--- config.mk ---
export PLATFORM = sky130hd
export DESIGN_NAME = rst_seq
export DESIGN_NICKNAME = d
export VERILOG_FILES = /design/src/rtl/rst_seq_pkg.sv /design/src/rtl/sync_cell.sv /design/src/rtl/rst_seq.sv
export SDC_FILE = /design/constraint.sdc
export NUM_CORES = 1
export LEC_CHECK = 0
export CAP_MARGIN = 5
export CORE_MARGIN = 1
export CORE_UTILIZATION = 34
export CTS_CLUSTER_DIAMETER = 80
export DETAILED_ROUTE_END_ITERATION = 12
export HOLD_SLACK_MARGIN = 0.08
export RECOVER_POWER = 100
export SYNTH_ARGS = -nofsm -noshare
export SYNTH_HDL_FRONTEND = slang
export SYNTH_SLANG_ARGS = --single-unit
--- constraint.sdc ---
create_clock -name cpu_clk -period 1.7 [get_ports cpu_clk]
set_clock_uncertainty 0.2 [all_clocks]
set_input_delay 0.425 -clock cpu_clk [delete_from_list [all_inputs] [get_ports cpu_clk]]
set_output_delay 0.425 -clock cpu_clk [all_outputs]
set_load 0.01 [all_outputs]
--- src/rtl/rst_seq_pkg.sv ---
// Shared types and constants for the board reset sequencer.
// The state encoding is visible on state_o, so the values are fixed.
package rst_seq_pkg;

    localparam int STATE_W = 2;

    typedef enum logic [STATE_W-1:0] {
        WAIT_LOCK = 2'd0,
        HOLD      = 2'd1,
        RELEASE   = 2'd2,
        RUN       = 2'd3
    } rst_state_e;

    function automatic int max_int(input int a, input int b);
        return (a > b) ? a : b;
    endfunction

endpackage

--- src/rtl/sync_cell.sv ---
// STAGES-deep synchroniser with asynchronous active-low clear.
// Used both for reset deassertion (d_i tied high) and for the PLL lock flag.
module sync_cell #(
    parameter int STAGES = 2
) (
    input  logic clk,
    input  logic rst_n,
    input  logic d_i,
    output logic q_o
);

    logic [STAGES-1:0] sync_q;
    logic [STAGES-1:0] sync_d;

    always_comb begin
        sync_d = {sync_q[STAGES-2:0], d_i};
    end

    // NOTE: sequential state always uses non-blocking assignments so every
    // stage samples the value its neighbour held before the edge.
    always_ff @(posedge clk or negedge rst_n) begin
        if (!rst_n) begin
            sync_q <= '0;
        end else begin
            sync_q <= sync_d;
        end
    end

    assign q_o = sync_q[STAGES-1];

endmodule

--- src/rtl/rst_seq.sv ---
// Reset sequencer: waits for a stable PLL lock, holds everything in reset,
// then releases NUM_CH active-low reset channels one after another.
module rst_seq
    import rst_seq_pkg::*;
#(
    parameter int SYNC_STAGES    = 2,
    parameter int NUM_CH         = 3,
    parameter int HOLD_CYCLES    = 16,
    parameter int STAGGER_CYCLES = 4
) (
    input  logic               cpu_clk,
    input  logic               cpu_rst_n,
    input  logic               locked,
    input  logic               sw_rst_req,
    output logic [NUM_CH-1:0]  rst_n_o,
    output logic               done,
    output logic [STATE_W-1:0] state_o
);

    localparam int CNT_W = $clog2(max_int(HOLD_CYCLES, STAGGER_CYCLES)) + 1;
    localparam logic [CNT_W-1:0] HOLD_LAST = CNT_W'(HOLD_CYCLES - 1);
    localparam logic [CNT_W-1:0] STAG_LAST = CNT_W'(STAGGER_CYCLES - 1);

    logic rst_s_n;
    logic locked_s;

    rst_state_e        state_q, state_d;
    logic [CNT_W-1:0]  cnt_q, cnt_d;
    logic [NUM_CH-1:0] ch_q, ch_d;
    logic [NUM_CH-1:0] ch_raise;
    logic              done_q, done_d;

    // Reset assertion propagates asynchronously; release is aligned to cpu_clk.
    sync_cell #(.STAGES(SYNC_STAGES)) u_rst_sync (
        .clk   (cpu_clk),
        .rst_n (cpu_rst_n),
        .d_i   (1'b1),
        .q_o   (rst_s_n)
    );

    sync_cell #(.STAGES(SYNC_STAGES)) u_lock_sync (
        .clk   (cpu_clk),
        .rst_n (cpu_rst_n),
        .d_i   (locked),
        .q_o   (locked_s)
    );

    // Next channel mask: one more channel raised, lowest channel first.
    always_comb begin
        ch_raise    = ch_q << 1;
        ch_raise[0] = 1'b1;
    end

    // NOTE: every variable gets a default before the case so no path
    // leaves it unassigned, which would otherwise infer a latch.
    always_comb begin
        state_d = state_q;
        cnt_d   = cnt_q;
        ch_d    = ch_q;
        if (state_q != WAIT_LOCK && !locked_s) begin
            state_d = WAIT_LOCK;
            cnt_d   = '0;
            ch_d    = '0;
        end else if (state_q != WAIT_LOCK && sw_rst_req) begin
            state_d = HOLD;
            cnt_d   = '0;
            ch_d    = '0;
        end else begin
            case (state_q)
                WAIT_LOCK: begin
                    if (locked_s) begin
                        state_d = HOLD;
                        cnt_d   = '0;
                    end
                end
                HOLD, RELEASE: begin
                    if (cnt_q == ((state_q == HOLD) ? HOLD_LAST : STAG_LAST)) begin
                        cnt_d   = '0;
                        ch_d    = ch_raise;
                        state_d = (&ch_raise) ? RUN : RELEASE;
                    end else begin
                        cnt_d = cnt_q + 1'b1;
                    end
                end
                RUN: ;
                default: state_d = WAIT_LOCK;
            endcase
        end
        done_d = (state_d == RUN);
    end

    always_ff @(posedge cpu_clk or negedge rst_s_n) begin
        if (!rst_s_n) begin
            state_q <= WAIT_LOCK;
            cnt_q   <= '0;
            ch_q    <= '0;
            done_q  <= 1'b0;
        end else begin
            state_q <= state_d;
            cnt_q   <= cnt_d;
            ch_q    <= ch_d;
            done_q  <= done_d;
        end
    end

    assign rst_n_o = ch_q;
    assign done    = done_q;
    assign state_o = state_q;

endmodule

==> impl_metrics.csv <==
group,metric,value,unit
finish,layout_common_cells,"dfrtp_1, buf_4, inv_1",
clocking,cts_inserted_buffers,3,
worst_setup_path,slowest_stage,"dfrtp_2",
logic_synthesis,synth_area_per_cell,9.81,sq um
worst_setup_path,crit_path_max_fanout,5,
worst_setup_path,worstReg2RegStart,"state_o[0]$_DFF_PN0_",
global_route,grt_util_met2,27.3,%
timing,setup_viol,7,
power_and_ir_drop,ir_drop,0.696,mV
clocking,clk_path_buf_depth,2,
clocking,clkSinkCount,15,
logic_synthesis,syn-num-nets,95,
global_route,antenna_found_initial,0,
clocking,path_clk_slew,0.09,ns
floorplan,ios,10,
power_and_ir_drop,power_leakage,0.000551,uW
logic_synthesis,syn-instance-count,86,
logic_synthesis,synth_largest_area_cell,"dfrtp_1",
logic_synthesis,yosysTopAreaCellShare,44.5,%
drt,drtIter0Drc,8,
placed_design,place_ws,-0.137,ns
clocking,clk_latency,0.28,ns
logic_synthesis,ys_top_cells_by_area,"dfrtp_1, ha_1, nand3_1",
clocking,clockRootBuffer,"clkbuf_4",
run_status,status,"finished, violations left",
logic_synthesis,seq_area_frac_synth,44.5,%
logic_synthesis,ys_ff_latch,15,
global_route,grt_use_met1,22.0,%
power_and_ir_drop,clock_power_share,12.4,%
power_and_ir_drop,swShare,40.1,%
placed_design,dpl_cell_area,1070,sq um
global_route,grt_max_degree,12,
floorplan,core,2280,sq um
power_and_ir_drop,combPwrFrac,59.7,%
worst_setup_path,critPathCaptureType,"register",
min_path,min_from,"u_lock_sync.sync_q[0]$_DFF_PN0_",
finish,layout-drive-gt1-share,44.3,%
timing,finalHoldViolations,0,
power_and_ir_drop,p_seq_share,27.9,%
worst_setup_path,criticalPathCategory,"register to register",
finish,finish.instance_area,1270,sq um
drt,routed_wl,1970,microns
global_route,gr-total-overflow,0,
timing,tightest_slew,0.538,ns
floorplan,die-area,2680,sq um
timing,maxSlewHeadroom,64.0,%
min_path,hold_path_depth,0,
floorplan,die_width,51.8,microns
worst_setup_path,rr_worst_depth,8,
placed_design,place_congestion,0.865,
finish,synthToLayoutAreaGrowth,50.3,%
drt,ant_nets,0,
clocking,cts_tree,"yes",
flow_run,cap_violations,0,
power_and_ir_drop,switchingPower,652,uW
finish,antenna_cells,0,
timing,fin_crit_sh,104,%
power_and_ir_drop,p_int,973,uW
global_route,grt_pass1_wl,3250,microns
drt,vias,737,
finish,nFillCells,207,
min_path,min_to,"u_lock_sync.sync_q[1]$_DFF_PN0_",
global_route,grt_busiest_layer,"met2",
min_path,min_path_type,"register to register",
timing,rsz0062_at_grt,"yes",
placed_design,hpwl,1380,microns
logic_synthesis,syn_area,843,sq um
worst_setup_path,cp_cell_sequence,"buf_6 > inv_6 > ha_4 > buf_4 > and2_0 > a32o_2 > a31oi_2 > a31oi_2",
clocking,htreeDepth,1,
floorplan,fp.dieH,51.8,microns
timing,layout_min_cycle_time,1.76,ns
worst_setup_path,critical_path_arrival,1.72,ns
drt,wl_per_cell,13.8,microns
worst_setup_path,worstPathRequired,1.65,ns
floorplan,placement_rows,17,
drt,dr.pass1.iters,4,
worst_setup_path,regToRegSetupSlack,-0.06,ns
finish,fin_util,55.7,%
power_and_ir_drop,p_per_area,1280,nW/um^2
worst_setup_path,crit_top_cell,"a31oi_2",
timing,report.final.slew_viol_count,0,
finish,layout.area.seq,378,sq um
worst_setup_path,startpoint_type,"register",
logic_synthesis,ys.warnings.count,0,
global_route,grtUsageTotal,17.2,%
worst_setup_path,max_stage_delay,0.37,ns
floorplan,start_util,37.1,%
drt,drc,0,
global_route,grt_pass1_vias,723,
global_route,grt_util_met3,2.63,%
logic_synthesis,synth.distinct_cells,35,
run_status,violations,"negative setup slack",
worst_setup_path,r2r_end,"cnt_q[2]$_DFFE_PN0P_",
timing,clock.fmax,0.567,GHz
placed_design,port_buffers,9,
finish,fin_nets,125,
drt,avgViaCountPerCell,5.15,
finish,multi_input_area,568,sq um
timing,setup_ws,-0.0644,ns
-- sequential cells by signal (all words and copies together) (netlist names) --
register / count
u_rst_sync.sync_q: 2
done: 1
cnt_q: 5
state_o: 2
rst_n_o: 3
u_lock_sync.sync_q: 2
-- what timing repair did --
item,4_1_cts,5_1_grt
pin swaps,12,4
resized for setup,27,11
hold endpoints to repair,11,0
hold buffers,1,0
endpoints found under the setup margin,16,12
setup buffers,4,1
-- worst max-delay path: cells and delay by family (launching register included) --
family / cells / cell delay (ns)
AND/OR/NAND/NOR: 1 / 0.12
flip-flops: 1 / 0.37
AO/OA/AOI/OAI: 3 / 0.47
adder cells (fa/ha/maj): 1 / 0.16
buffers and inverters: 3 / 0.31
-- synthesized netlist by cell type, drive strengths merged --
| cell type | count |
|---|---|
| nand3 | 7 |
| nand3b | 1 |
| nor2b | 1 |
| nand2 | 4 |
| a21o | 1 |
| and2 | 2 |
| o211a | 1 |
| a21oi | 5 |
| and2b | 1 |
| o21ai | 6 |
| a32o | 1 |
| nand2b | 3 |
| nor4 | 2 |
| a31oi | 2 |
| nor3 | 3 |
| and3 | 2 |
| conb | 1 |
| dfrtp | 15 |
| nor2 | 6 |
| buf | 1 |
| o31ai | 1 |
| o221ai | 1 |
| mux2i | 1 |
| o211ai | 2 |
| a22oi | 1 |
| nand4 | 1 |
| inv | 9 |
| ha | 5 |
-- power groups by stage --
stage | combinational (uW) | sequential (uW) | clock (uW)
after floorplan | 424 | 471 | 0
after global placement | 670 | 470 | 0
after detailed placement | 682 | 473 | 0
after CTS | 909 | 453 | 211
after global routing | 1050 | 461 | 234
final | 970 | 454 | 201
-- metal layers --
layer	share of wire [%]	vias to the layer above
met4	1.6	0
met1	46	354
met3	2.7	4
met5	0	-
met2	49	15
li1	-	364
-- how the worst max path moves through the flow --
stage / startpoint / end / slack (ns) / cells past startpoint
floorplan: state_o[1]$_DFF_PN0_ / cnt_q[2]$_DFFE_PN0P_ / -0.04 / 7
global placement: sw_rst_req / done$_DFF_PN0_ / -0.11 / 5
detailed placement: sw_rst_req / done$_DFF_PN0_ / -0.14 / 5
CTS: state_o[0]$_DFF_PN0_ / cnt_q[2]$_DFFE_PN0P_ / -0.06 / 8
global route: state_o[0]$_DFF_PN0_ / cnt_q[3]$_DFFE_PN0P_ / -0.13 / 8
finish: state_o[0]$_DFF_PN0_ / cnt_q[2]$_DFFE_PN0P_ / -0.06 / 8
-- through the flow --
step / std cells / TNS [ns] / power [uW] / hold slack [ns]
final: 143 / -0.196 / 1630 / 0.156
after global routing: 143 / -0.887 / 1740 / 0.166
after CTS: 142 / -0.287 / 1570 / 0.123
after detailed placement: 133 / -0.726 / 1160 / 0.00542
after global placement: 133 / -0.568 / 1140 / 0.0132
after floorplan: 86 / -0.106 / 894 / -0.0706
-- area by class of cell --
class                           count  share of cell area, %
Clock buffer                        3                   1.78
Multi-Input combinational cell     61                   44.8
Timing Repair Buffer               26                   17.2
Clock inverter                      1                  0.395
Tap cell                           28                   2.76
Sequential cell                    15                   29.8
Inverter                            9                   3.26
-- logic make-up (layout without fill, tap and decap cells) --
| logic type | count (synthesis) | count (layout) | share of synthesized area, % |
|---|---|---|---|
| AND/OR/NAND/NOR | 33 | 33 | 24.0 |
| flip-flops | 15 | 15 | 44.5 |
| multiplexers | 1 | 1 | 1.19 |
| buffers and inverters | 10 | 39 | 4.60 |
| adder cells (fa/ha/maj) | 5 | 5 | 7.42 |
| AO/OA/AOI/OAI | 21 | 21 | 17.8 |
| other | 1 | 1 | 0.445 |
(Power assumes the default switching activity.)
